==> src/rtl/seven_seg_scan_pkg.sv <==
// Shared constants and slot-state encoding for the seven-segment scan path.
// Polarities are active-low throughout: an all-ones value means dark.
package seven_seg_scan_pkg;

    localparam logic [7:0] SEG_BLANK = 8'hFF;
    localparam logic [3:0] AN_OFF    = 4'b1111;
    localparam logic       SEL_MIN   = 1'b0;
    localparam logic       SEL_SEC   = 1'b1;

    typedef enum logic {
        ST_BLANK = 1'b0,
        ST_SHOW  = 1'b1
    } slot_state_t;

endpackage

==> src/rtl/seven_seg_scan_tick_gen.sv <==
// Free-running modulo-DIV counter with a one-cycle terminal-count pulse.
// The count is held at zero whenever en is low, so re-enabling starts a fresh period.
module tick_gen #(
    parameter int DIV = 2,
    parameter int CW  = $clog2(DIV)
) (
    input  logic          clk,
    input  logic          RESET,
    input  logic          en,
    output logic          tick,
    output logic [CW-1:0] cnt
);

    logic [CW-1:0] cnt_q;
    logic [CW-1:0] cnt_d;

    always_comb begin
        tick  = en && (cnt_q == CW'(DIV - 1));
        cnt_d = cnt_q + CW'(1);
        if (!en || tick) begin
            cnt_d = '0;
        end
    end

    always_ff @(posedge clk or posedge RESET) begin
        if (RESET) begin
            cnt_q <= '0;
        end else begin
            cnt_q <= cnt_d;
        end
    end

    assign cnt = cnt_q;

endmodule

==> src/rtl/seven_seg_scan.sv <==
// Four-digit time-multiplexed seven-segment driver with per-frame snapshot,
// inter-digit blanking and adjust-mode blinking of the minutes or seconds pair.
//
//   state    | meaning
//   ST_BLANK | all anodes off, cathodes blank (lead-in, blink-off or no snapshot yet)
//   ST_SHOW  | anode idx on, cathodes carry snapshot[idx]
module seven_seg_scan
    import seven_seg_scan_pkg::*;
#(
    parameter int REFRESH_DIV  = 100000,
    parameter int BLANK_CYCLES = 1000,
    parameter int BLINK_DIV    = 25000000
) (
    input  logic       clk,
    input  logic       RESET,
    input  logic [7:0] digit0_display,
    input  logic [7:0] digit1_display,
    input  logic [7:0] digit2_display,
    input  logic [7:0] digit3_display,
    input  logic       adj,
    input  logic       sel,
    output logic [7:0] seg,
    output logic [3:0] an
);

    localparam int SW = $clog2(REFRESH_DIV);
    localparam int BW = $clog2(BLINK_DIV);

    logic          slot_tick;
    logic [SW-1:0] slot_cnt;
    logic          blink_tick;
    logic [BW-1:0] blink_cnt_unused;

    logic [1:0]       idx_q, idx_d;
    logic [3:0][7:0]  snap_q, snap_d;
    logic             snap_vld_q, snap_vld_d;
    logic             sel_slot_q, sel_slot_d;
    logic             blink_phase_q, blink_phase_d;
    logic [7:0]       seg_q, seg_d;
    logic [3:0]       an_q, an_d;

    logic             in_blank;
    logic             in_pair;
    logic             suppress;
    slot_state_t      slot_state;

    tick_gen #(.DIV(REFRESH_DIV), .CW(SW)) u_slot_timer (
        .clk   (clk),
        .RESET (RESET),
        .en    (1'b1),
        .tick  (slot_tick),
        .cnt   (slot_cnt)
    );

    tick_gen #(.DIV(BLINK_DIV), .CW(BW)) u_blink_timer (
        .clk   (clk),
        .RESET (RESET),
        .en    (adj),
        .tick  (blink_tick),
        .cnt   (blink_cnt_unused)
    );

    always_comb begin
        idx_d         = idx_q;
        snap_d        = snap_q;
        snap_vld_d    = snap_vld_q;
        sel_slot_d    = sel_slot_q;
        blink_phase_d = blink_phase_q;

        if (slot_tick) begin
            idx_d      = idx_q + 2'd1;
            sel_slot_d = sel;
            if (idx_q == 2'd3) begin
                snap_d     = {digit3_display, digit2_display, digit1_display, digit0_display};
                snap_vld_d = 1'b1;
            end
        end

        if (!adj) begin
            blink_phase_d = 1'b0;
        end else if (blink_tick) begin
            blink_phase_d = ~blink_phase_q;
        end
    end

    // Pair selection is latched per slot so a sel change never cuts a digit mid-slot.
    always_comb begin
        in_blank   = 32'(slot_cnt) < 32'(BLANK_CYCLES);
        in_pair    = (sel_slot_q == SEL_SEC) ? !idx_q[1] : idx_q[1];
        suppress   = adj && blink_phase_q && in_pair;
        slot_state = (in_blank || suppress || !snap_vld_q) ? ST_BLANK : ST_SHOW;

        an_d  = AN_OFF;
        seg_d = SEG_BLANK;
        if (slot_state == ST_SHOW) begin
            an_d  = ~(4'b0001 << idx_q);
            seg_d = snap_q[idx_q];
        end
    end

    always_ff @(posedge clk or posedge RESET) begin
        if (RESET) begin
            idx_q         <= 2'd0;
            snap_q        <= {4{SEG_BLANK}};
            snap_vld_q    <= 1'b0;
            sel_slot_q    <= SEL_MIN;
            blink_phase_q <= 1'b0;
            seg_q         <= SEG_BLANK;
            an_q          <= AN_OFF;
        end else begin
            idx_q         <= idx_d;
            snap_q        <= snap_d;
            snap_vld_q    <= snap_vld_d;
            sel_slot_q    <= sel_slot_d;
            blink_phase_q <= blink_phase_d;
            seg_q         <= seg_d;
            an_q          <= an_d;
        end
    end

    assign seg = seg_q;
    assign an  = an_q;

endmodule
==> config.mk <==
export PLATFORM = sky130hd
export DESIGN_NAME = seven_seg_scan
export DESIGN_NICKNAME = d
export VERILOG_FILES = /design/src/rtl/seven_seg_scan_pkg.sv /design/src/rtl/seven_seg_scan_tick_gen.sv /design/src/rtl/seven_seg_scan.sv
export SDC_FILE = /design/constraint.sdc
export NUM_CORES = 1
export LEC_CHECK = 0
export CORE_MARGIN = 1
export CORE_UTILIZATION = 40
export CTS_CLUSTER_DIAMETER = 80
export DETAILED_ROUTE_END_ITERATION = 6
export GPL_TIMING_DRIVEN = 0
export PLACE_DENSITY_LB_ADDON = 0.08
export REMOVE_ABC_BUFFERS = 1
export SLEW_MARGIN = 20
export SYNTH_ARGS = -nofsm -noshare
export SYNTH_HDL_FRONTEND = slang
export SYNTH_HIERARCHICAL = 1
export SYNTH_SLANG_ARGS = --single-unit
==> constraint.sdc <==
create_clock -name clk -period 3.9 [get_ports clk]
set_input_delay 0.585 -clock clk [delete_from_list [all_inputs] [get_ports clk]]
set_output_delay 0.585 -clock clk [all_outputs]
set_load 0.02 [all_outputs]
-- Word level (Yosys, flattened, before mapping)
Index checks and enable logic that the tools add are counted.
- order comparisons: 2
- bitwise logic cells: 2
- mux-type cells: 9
- shift-type cells: 1
- equality and inequality tests: 4
- reduce and logical (&&, ||, !) cells: 10
- div/mod/pow operators: 0
- $add $sub $neg: 3
- multipliers: 0
- operators with widths (operator ; number):
    25-bit by 1-bit adder with 25-bit output, second input constant ; 1
    25-bit == test, second input constant ; 1
    25-bit 2-to-1 mux ; 1
    17-bit by 1-bit adder with 17-bit output, second input constant ; 1
    17-bit == test, second input constant ; 1
    17-bit by 10-bit < comparator with 1-bit output, second input constant ; 1
    17-bit 2-to-1 mux ; 1
    8-bit binary-select mux with 2-bit select ; 1
    8-bit 2-to-1 mux ; 2
    4-bit 2-to-1 mux ; 1
    4-bit NOT ; 1
    1-bit by 2-bit left shift with 4-bit output, first input constant ; 1
    1-bit logical AND ; 3
    1-bit logical NOT ; 3
    1-bit logical OR ; 3
    2-bit by 3-bit < comparator with 1-bit output, second input constant ; 1
    1-bit 2-to-1 mux ; 3
    2-bit by 1-bit adder with 2-bit output, second input constant ; 1
    2-bit == test, second input constant ; 1
    2-bit by 1-bit != test with 1-bit output, second input constant ; 1
    2-bit AND reduction ; 1
    1-bit NOT ; 1
- memories: 0
- bits in writable memories: 0
- bits in read-only memories: 0
- latch bits: 0
- register bits: 91

-- Longest topological paths before layout
Gate-level depths: netlist of the first run.
- word-level depth: 6
- mapped depth: 7
- gate-level depth less buffers: 6

-- Cells and area by module
The synthesis of the first run kept the hierarchy.
- modules (own cells, without submodules) (module ; cells an instance ; instances ; area each (sq um)):
    seven_seg_scan ; 142 ; 1 ; 2232.1
    tick_gen at u_blink_timer ; 133 ; 1 ; 1285.0
    tick_gen at u_slot_timer ; 90 ; 1 ; 910.9

-- Worst setup path before layout of the first run
OpenSTA, ideal clock, no wires.
- path type: reg-to-reg
- start: register u_slot_timer.cnt_q[0], in the netlist u_slot_timer/cnt[0]
- end: register snap_q[10] in the netlist's numbering
- data required time: 3818 ps
- period minus slack after synthesis: 2105 ps
- path slack: 1795 ps
- stages on the path, launching flop included: 8
- buffers on the path: 1
- data arrival time: 2023 ps
- library setup time: 82 ps
- cells stage by stage: dfrtp_1 -> ha_1 -> and4_2 -> nand3_2 -> nor3_1 -> nand2_2 -> buf_6 -> mux2_2
- longest elaborated chain between the ends: 2
- ends and longest elaborated chain (item ; line ; text):
    start, declared ; seven_seg_scan_tick_gen.sv:14 ; logic [CW-1:0] cnt_q;
    start signal, assigned ; seven_seg_scan_tick_gen.sv:29 ; cnt_q <= cnt_d;
    17-bit == test ; seven_seg_scan_tick_gen.sv:18 ; tick = en && (cnt_q == CW'(DIV - 1));
    via slot_tick ; seven_seg_scan.sv:29 ; logic slot_tick;
    2-bit AND reduction (no source line) ; n/a ;
    end signal, assigned ; seven_seg_scan.sv:104 ; snap_q <= {4{SEG_BLANK}};
    end signal, assigned ; seven_seg_scan.sv:112 ; snap_q <= snap_d;
    end, declared ; seven_seg_scan.sv:35 ; logic [3:0][7:0] snap_q, snap_d;
The timed path passes the listed nets, and every way through them passes these cells.
A chain may end at the register's enable or synchronous reset.

-- Worst setup path in the final report of the first run
- start: register u_slot_timer.cnt_q[0], in the netlist u_slot_timer/cnt[0]
- end: register snap_q[0] in the netlist's numbering
Same word-level chain as after synthesis.

==> results of run 1 <==
per-layer routing:
layer / GRT usage [%] / wire [microns] / vias to the layer above
met2: 26.4 / 3970 / 40
met3: 3.59 / 251 / 11
met1: 21.3 / 3980 / 1423
met4: 8.51 / 171 / 0
met5: 0 / 0 / -
li1: - / - / 1393
final timing paths:
kind                                                from                      to  cells after the start
max in group asynchronous                          RESET  snap_q[28]$_DFFE_PP1P_                      3
min in group asynchronous                          RESET    idx_q[1]$_DFFE_PP0P_                      2
setup / recovery           u_slot_timer/cnt[0]$_DFF_PP0_   snap_q[0]$_DFFE_PP1P_                      6
setup reg to reg           u_slot_timer/cnt[0]$_DFF_PP0_   snap_q[0]$_DFFE_PP1P_                      6
hold / removal                    snap_vld_q$_DFFE_PP0P_  snap_vld_q$_DFFE_PP0P_                      2
hold reg to reg                   snap_vld_q$_DFFE_PP0P_  snap_vld_q$_DFFE_PP0P_                      2
sequential cells by signal, indices dropped and copies added (netlist names):
register           flops
u_blink_timer/cnt     25
blink_phase_q          1
u_slot_timer/cnt      17
idx_q                  2
snap_q                32
an                     4
sel_slot_q             1
seg                    8
snap_vld_q             1
layout by cell type (no fill, tap or decap), types with 3 or more instances in the layout:
cell and n:
a21oi_1 9, and3_1 3, and4_1 3, clkbuf_8 12
clkdlybuf4s50_1 47, dfrtp_1 47, dfstp_2 44, ha_1 6
inv_1 17, mux2_2 33, mux4_2 8, nand2_1 14
nand3_1 13, nand4_1 17, nor2_1 37, nor3_1 6
nor4_1 5, nor4_2 4, o211ai_1 8, o211ai_2 4
o21ai_0 7, o31ai_1 3, or3_1 7, or4_1 3
xnor2_1 13, xor2_1 18
stage by stage:
step | util, % | total power (W)
after global routing | 47.9 | 0.00173
after floorplan | - | 0.00101
final | 47.9 | 0.00165
after global placement | 46.0 | 0.00106
after CTS | 47.8 | 0.00169
after detailed placement | 46.1 | 0.00107
area by class of cell:
class | count | area [sq um]
inverter | 20 | 75.1
multi-input combinational | 241 | 1910
clock inverter | 2 | 10.0
sequential | 91 | 2330
tap | 140 | 175
fill | 992 | 5630
clock buffer | 14 | 173
timing repair buffer | 48 | 490
power groups by stage:
stage	Clock [W]	Sequential (W)	Combinational (W)
floorplan	0	0.000978	0.0000362
finish	0.000602	0.000965	0.0000844
global placement	0	0.000982	0.0000830
detailed placement	0	0.000982	0.0000865
global route	0.000672	0.000967	0.0000947
CTS	0.000634	0.000965	0.0000873
critical path, delay by kind of cell (launching register included):
family,cells,cell delay (ns)
fa+ha+maj,1,0.26
simple gates,4,1.64
mux,1,0.48
flops,1,0.41
cells by family after synthesis:
| logic type | count (synthesis) | share of synthesized area [%] |
|---|---|---|
| adders and majority gates | 6 | 1.70 |
| AOI/OAI and AO/OA | 35 | 6.33 |
| and+or+nand+nor | 125 | 15.9 |
| xor gates and xnor gates | 32 | 6.50 |
| muxes | 41 | 12.5 |
| DFF | 91 | 52.7 |
| buffers and inverters | 34 | 4.35 |
| other | 1 | 0.0847 |
==> qor.txt, run 1 <==
Non-Filler Instances = 556
VDD IR max = 191 uV
Worst Path Max Fanout = 33
final worst-path setup slack = 1.02 ns
setup TNS = 0 ns
ys async rst share = 100%
Min-Delay Path Class = reg -> reg
via count = 2867
post-synth top area share = 26.6%
Lkg Pwr = 2.04 nW
crit-path cells = ha_1 -> and4_2 -> nand3_2 -> nor3_1 -> nand2_2 -> mux2_2
ANT nets after route = 0
CTS tree = built
clk slew on worst S/H paths = 0.09 ns
PwrDens = 320 nW/um^2
syn avg cell area = 12.1 sq um
RSZ-0062 raised after global routing = no
Clock Tree Buf Depth = 2
GRT Total Usage = 16.6%
endpoint class of the critical path = register
crit path launch type = register
TritonCTS buffer count = 9
total gr overflow = 0
die area = 11500 sq um
Diodes inserted = 0
Core Area = 10800 sq um
CTS sink cnt = 91
IO buf count = 47
sw power = 0.000372 W
synthesized instance count = 365
headroom to the max-slew limit = 30.2%
Seq cells post-synth = 91
Ys Warns = 6
Initial Utilization = 41.0%
part of the cycle the worst path needs = 73.8%
worst-margin pin slew = 1.05 ns
DRT iter0 DRCs = 85
final net count = 453
DIE HEIGHT = 107 microns
overall routed net length = 8370 microns
post-route minimum period = 2.88 ns
CTS H-tree depth = 3
Synth top cells by count = 47 x dfrtp_1, 44 x dfstp_2, 38 x nor2_1, 33 x mux2_2, 19 x inv_1
postcts setup bufs = 0
Max Cap Violations = 0
first drt pass iteration count = 4
sw frac = 22.5%
slowest cell on the critical path = nand2_2
DP Cell Count = 540
Slew Viols, Final = 0
largest cells by area after synthesis = dfrtp_1 27%, dfstp_2 26%, mux2_2 8.4%
WL per Instance = 15.1 microns
Placement Setup Slack = 1.07 ns
Finish-stage setup viols = 0
Top Ports = 48
routability congestion estimate = 0.790
Post-synth EDFFs = 0
Final HPWL DP = 5650 microns
Syn Std Cell Area = 4430 sq um
drc violations = 0
area leader, netlist = dfrtp_1
Primary FF master, synth = dfrtp_1
Die W = 107 microns
Worst Skew = 0.00858 ns
most common cell in the netlist = dfrtp_1
Worst Path Required = 4.20 ns
antenna violations before repair = 0
FMAX = 348 MHz
combinational share of power = 5.1%
Seq/Total Area, Yosys = 52.7%
status = complete, no violations
endpoints failing hold = 0
crit-path max cell delay = 0.66 ns
crit path DAT = 3.17 ns
Crit Path Category = reg -> reg
Cell Area, Placed = 4980 sq um
fin area = 5160 sq um
synth-to-layout area growth = 16.6%
Pint = 0.00128 W
count of different cell masters after synthesis = 44
row count = 38
vias in the first global route = 2897
Resized Gates After CTS = 0
CTS root buf = clkbuf_8
via/cell ratio = 5.16
CTS hold repair buffers = 0
Seq pwr share = 58.4%
proportion of layout cells with a drive suffix above 1 = 29.8%
setup slack, reg-to-reg = 1.02 ns
Hold WS = 0.492 ns
first-pass GRT wire length = 14400 microns
clk_lat worst skew = 0.37 ns
largest net degree at the start of global routing = 35
power share of the clock group = 36.4%
Power figures use the tool's default switching activity.
==> inputs of run 2 (changes only) <==
Clock period 3.9 ns to 2.55 ns, I/O delays scaled along.
==> run 2 against run 1 <==
Sequential cell count did not move; non-clock buffer count unchanged; via count decreased by 0.17%; maximum frequency up 22%; critical endpoint unchanged; hold slack worse by 0.081 ns; worst setup slack got worse by 0.82 ns; utilization rose by 0.093 points.
==> qor.txt, run 2 (synthesized netlist as in run 1, its figures left out) <==
Initial Utilization = 41.0% (unchanged)
Lkg Pwr = 2.06 nW (+0.60%)
Top Ports = 48 (unchanged)
fin util = 47.9% (+0.093 points)
most frequent cells in the layout = 47 x dfrtp_1, 47 x clkdlybuf4s50_1, 44 x dfstp_2
part of the cycle the worst path needs = 92.1% (+18 points)
DRT iter0 DRCs = 96 (+13%)
overall routed net length = 8400 microns (+0.33%)
CTS hold repair buffers = 0 (unchanged)
Worst Skew = 0.00719 ns (-0.00139 ns)
Die W = 107 microns (unchanged)
Core Area = 10800 sq um (unchanged)
RSZ-0062 raised after global routing = no
Min-Delay Path Class = in -> async
Finish-stage setup viols = 0 (unchanged)
CTS root buf = clkbuf_8
CTS H-tree depth = 3 (unchanged)
via/cell ratio = 5.15 (-0.17%)
endpoints failing hold = 0 (unchanged)
VDD IR max = 292 uV (+53%)
Biggest register = snap_q
total gr overflow = 0 (unchanged)
CTS sink cnt = 91 (unchanged)
max reg flops = 32 (unchanged)
clk_lat worst skew = 0.37 ns (about the same)
WL per Instance = 15.1 microns (+0.33%)
Hold WS = 0.411 ns (-0.0806 ns)
proportion of layout cells with a drive suffix above 1 = 30.0% (+0.24 points)
FMAX = 426 MHz (+22%)
Worst Path Required = 2.85 ns (-1.35 ns)
synth-to-layout area growth = 16.9%
Non-Filler Instances = 556 (unchanged)
post-route minimum period = 2.35 ns (-0.528 ns)
GRT Total Usage = 16.7% (+0.092 points)
final worst-path setup slack = 0.201 ns (-0.822 ns)
antenna violations before repair = 0 (unchanged)
endpoint class of the critical path = register
ANT nets after route = 0 (unchanged)
die area = 11500 sq um (unchanged)
Final HPWL DP = 5650 microns (unchanged)
DIE HEIGHT = 107 microns (unchanged)
status = complete, no violations
Slew Viols, Final = 0 (unchanged)
vias in the first global route = 2905 (+0.28%)
routability congestion estimate = 0.790 (unchanged)
Clock Tree Buf Depth = 2 (unchanged)
final net count = 453 (unchanged)
clk slew on worst S/H paths = 0.09 ns (about the same)
via count = 2862 (-0.17%)
Diodes inserted = 0 (unchanged)
Max Cap Violations = 0 (unchanged)
drc violations = 0 (unchanged)
DP Cell Count = 540 (unchanged)
first drt pass iteration count = 4 (unchanged)
worst-margin pin slew = 1.04 ns (-0.00704 ns)
headroom to the max-slew limit = 30.7% (+0.47 points)
CTS tree = built
row count = 38 (unchanged)
Crit Path Category = reg -> reg
Worst Path Max Fanout = 33 (unchanged)
largest net degree at the start of global routing = 35 (unchanged)
first-pass GRT wire length = 14500 microns (+0.48%)
IO buf count = 47 (unchanged)
crit path launch type = register
TritonCTS buffer count = 9 (unchanged)
crit path DAT = 2.65 ns (-0.52 ns)
PwrDens = 488 nW/um^2 (+53%)
Placement Setup Slack = -0.281 ns (-1.35 ns)
-- run 2: cell count changes in the layout (fill, tap and decap cells not counted) --
cell and delta:
nand2_2 -1, nand2_4 +1, nor3_2 +1, nor3_1 -1
-- run 2: worst max-delay path, cell delays in order, from the launching register on --
cell and delay [ns]:
dfrtp_1 0.41, ha_1 0.26, and4_2 0.30, nand3_2 0.12, nor3_2 0.40, nand2_4 0.38, mux2_2 0.39
-- run 2: stage by stage --
step           setup TNS [ns]  power (W)  instance area (sq um)
2_1_floorplan               0    0.00155                   4310
3_3_place_gp            -8.48    0.00163                   4960
3_5_place_dp            -8.55    0.00163                   4980
4_1_cts                     0    0.00258                   5170
5_1_grt                     0    0.00265                   5170
6_report                    0    0.00253                   5170
-- run 2: final timing paths --
check / cells after the start / to / slack (ns) / from
setup / recovery: 6 / snap_q[0]$_DFFE_PP1P_ / 0.20 / u_slot_timer/cnt[0]$_DFF_PP0_
hold / removal: 2 / idx_q[1]$_DFFE_PP0P_ / 0.41 / RESET
setup reg to reg: 6 / snap_q[0]$_DFFE_PP1P_ / 0.20 / u_slot_timer/cnt[0]$_DFF_PP0_
hold reg to reg: 2 / snap_vld_q$_DFFE_PP0P_ / 0.49 / snap_vld_q$_DFFE_PP0P_
max in group asynchronous: 3 / snap_q[28]$_DFFE_PP1P_ / 1.58 / RESET
min in group clk: 2 / snap_vld_q$_DFFE_PP0P_ / 0.49 / snap_vld_q$_DFFE_PP0P_
-- run 2: final cells by class --
type	instances	area [sq um]
fillers	990	5620
clock inverters	2	10.0
repair buffers	48	490
flip-flops and latches	91	2330
inverters	20	75.1
well taps	140	175
multi-input cells	241	1920
clock buffers	14	173
-- run 2: power by group --
group          internal, W  switching, W
logic            0.0000682     0.0000612
clock network     0.000433      0.000490
registers          0.00146     0.0000202
total              0.00196      0.000571
-- run 2: routing by layer --
layer	GRT usage, %	part of all wire [%]	vias to the layer above
met2	26.5	47	40
met5	0	0	-
li1	-	-	1394
met3	3.59	3.0	11
met4	8.51	2.0	0
met1	21.5	48	1417
-- run 2: repair_timing --
item	CTS	global route
setup buffers	0	0
setup endpoints to repair	33	9
pin swaps	0	1
resized for setup	2	0
==> inputs of run 3 (changes only) <==
Settings changed: CORE_UTILIZATION 40 to 51.
Clock period 2.55 ns to 2.03 ns, I/O delays scaled along.
==> run 3 against run 2 <==
Global-route usage increased by 3.9 points; routed wire length increased by 1.4%; sequential power increased by 25%; utilization increased by 16 points; largest power group unchanged.
==> qor.txt, run 3 (synthesized netlist as in run 1, its figures left out) <==
DIE HEIGHT = 95.2 microns (-11%)
FMAX = 522 MHz (+23%)
crit path launch type = register
VDD IR max = 409 uV (+40%)
max reg flops = 32 (unchanged)
Worst Skew = 0.0102 ns (+0.00305 ns)
headroom to the max-slew limit = 29.9% (-0.73 points)
Crit Path Category = reg -> reg
part of the cycle the worst path needs = 94.3% (+2.2 points)
most common cell after layout, fill and taps aside = clkdlybuf4s50_1
ANT nets after route = 0 (unchanged)
drc violations = 0 (unchanged)
antenna violations before repair = 0 (unchanged)
overall routed net length = 8520 microns (+1.4%)
TritonCTS buffer count = 9 (unchanged)
status = complete, no violations
CTS sink cnt = 91 (unchanged)
first-pass GRT wire length = 14300 microns (-1.1%)
Worst Path Required = 2.27 ns (-0.58 ns)
synth-to-layout area growth = 19.9%
Clock Tree Buf Depth = 2 (unchanged)
Min-Delay Path Class = in -> async
Placement Setup Slack = -0.820 ns (-0.539 ns)
die area = 9060 sq um (-21%)
post-route minimum period = 1.91 ns (-0.435 ns)
Core Area = 8300 sq um (-23%)
worst-margin pin slew = 1.05 ns (+0.00712 ns)
Finish-stage setup viols = 0 (unchanged)
total gr overflow = 0 (unchanged)
Die W = 95.2 microns (-11%)
PwrDens = 615 nW/um^2 (+26%)
CTS root buf = clkbuf_8
CTS H-tree depth = 3 (unchanged)
Top Ports = 48 (unchanged)
fin util = 64.0% (+16 points)
DRT iter0 DRCs = 113 (+18%)
via count = 2947 (+3.0%)
Lkg Pwr = 2.12 nW (+2.9%)
GRT Total Usage = 20.6% (+3.9 points)
Final HPWL DP = 5570 microns (-1.4%)
Non-Filler Instances = 530 (-4.7%)
Slew Viols, Final = 0 (unchanged)
Initial Utilization = 53.4% (+12 points)
Biggest register = snap_q
row count = 33 (-13%)
DP Cell Count = 505 (-6.5%)
via/cell ratio = 5.56 (+8.0%)
Worst Path Max Fanout = 4 (-88%)
endpoints failing hold = 0 (unchanged)
vias in the first global route = 2951 (+1.6%)
final worst-path setup slack = 0.116 ns (-0.0855 ns)
clk slew on worst S/H paths = 0.09 ns (about the same)
crit path DAT = 2.15 ns (-0.50 ns)
WL per Instance = 16.1 microns (+6.4%)
endpoint class of the critical path = register
largest net degree at the start of global routing = 27 (-23%)
CTS tree = built
final net count = 463 (+2.2%)
Diodes inserted = 0 (unchanged)
IO buf count = 47 (unchanged)
routability congestion estimate = 0.819 (+3.6%)
RSZ-0062 raised after global routing = no
most frequent cells in the layout = 47 x clkdlybuf4s50_1, 45 x dfrtp_1, 44 x dfstp_2
clk_lat worst skew = 0.35 ns (-0.02 ns)
first drt pass iteration count = 4 (unchanged)
proportion of layout cells with a drive suffix above 1 = 32.9% (+2.9 points)
Max Cap Violations = 0 (unchanged)
-- run 3: timing repair --
item	4_1_cts	5_1_grt
setup endpoints to repair	59	37
gates resized for setup	7	7
gates cloned	2	0
buffers inserted	8	0
hold buffers	0	0
pin swaps	4	1
-- run 3: critical path, cell delays in order, from the launching register on --
cell and delay, ns:
dfrtp_1 0.42, ha_4 0.18, and4_2 0.28, nand3_2 0.14
nor3_4 0.18, buf_12 0.16, buf_4 0.13, mux2_2 0.32
-- run 3: worst paths after layout --
check	start	end	slack, ns	cells past startpoint
min	RESET	u_slot_timer/cnt[16]$_DFF_PP0_	0.45	2
max in group asynchronous	RESET	u_blink_timer/cnt[10]$_DFF_PP0_	0.86	2
min in group clk	snap_vld_q$_DFFE_PP0P_	snap_vld_q$_DFFE_PP0P_	0.48	2
max reg2reg	u_slot_timer/cnt[1]$_DFF_PP0_	sel_slot_q$_DFFE_PP0P_	0.12	7
max	u_slot_timer/cnt[1]$_DFF_PP0_	sel_slot_q$_DFFE_PP0P_	0.12	7
min reg2reg	snap_vld_q$_DFFE_PP0P_	snap_vld_q$_DFFE_PP0P_	0.48	2
-- run 3: layout make-up --
cell class | count | area [sq um]
fill | 656 | 2990
clock inverter | 4 | 27.5
inverter | 20 | 75.1
multi-input combinational | 243 | 1990
timing repair buffer | 56 | 576
tap | 105 | 131
clock buffer | 11 | 174
sequential | 91 | 2330
-- run 3: through the flow --
stage | power, W | area [sq um] | TNS, ns | hold WS (ns)
after floorplan | 0.00195 | 4310 | -9.64 | 0.231
after global placement | 0.00204 | 4920 | -37.42 | 0.455
after detailed placement | 0.00205 | 4940 | -34.78 | 0.468
after CTS | 0.00330 | 5280 | 0 | 0.465
after global routing | 0.00340 | 5310 | 0 | 0.509
final | 0.00327 | 5310 | 0 | 0.453
-- run 3: per-layer routing --
layer  vias to the layer above  track usage (%)  routed length [microns]
met4                         0             5.93                       87
met3                         8             3.75                      263
met2                        50             33.8                     4200
met1                      1473             28.0                     3970
li1                       1416                -                        -
met5                         -                0                        0
-- run 3: where the power goes --
part / total [W] / switching (W) / internal (W)
Sequential: 0.00185 / 0.0000256 / 0.00183
Clock: 0.00123 / 0.000639 / 0.000591
Combinational: 0.000181 / 0.0000828 / 0.0000979
Total: 0.00327 / 0.000748 / 0.00252
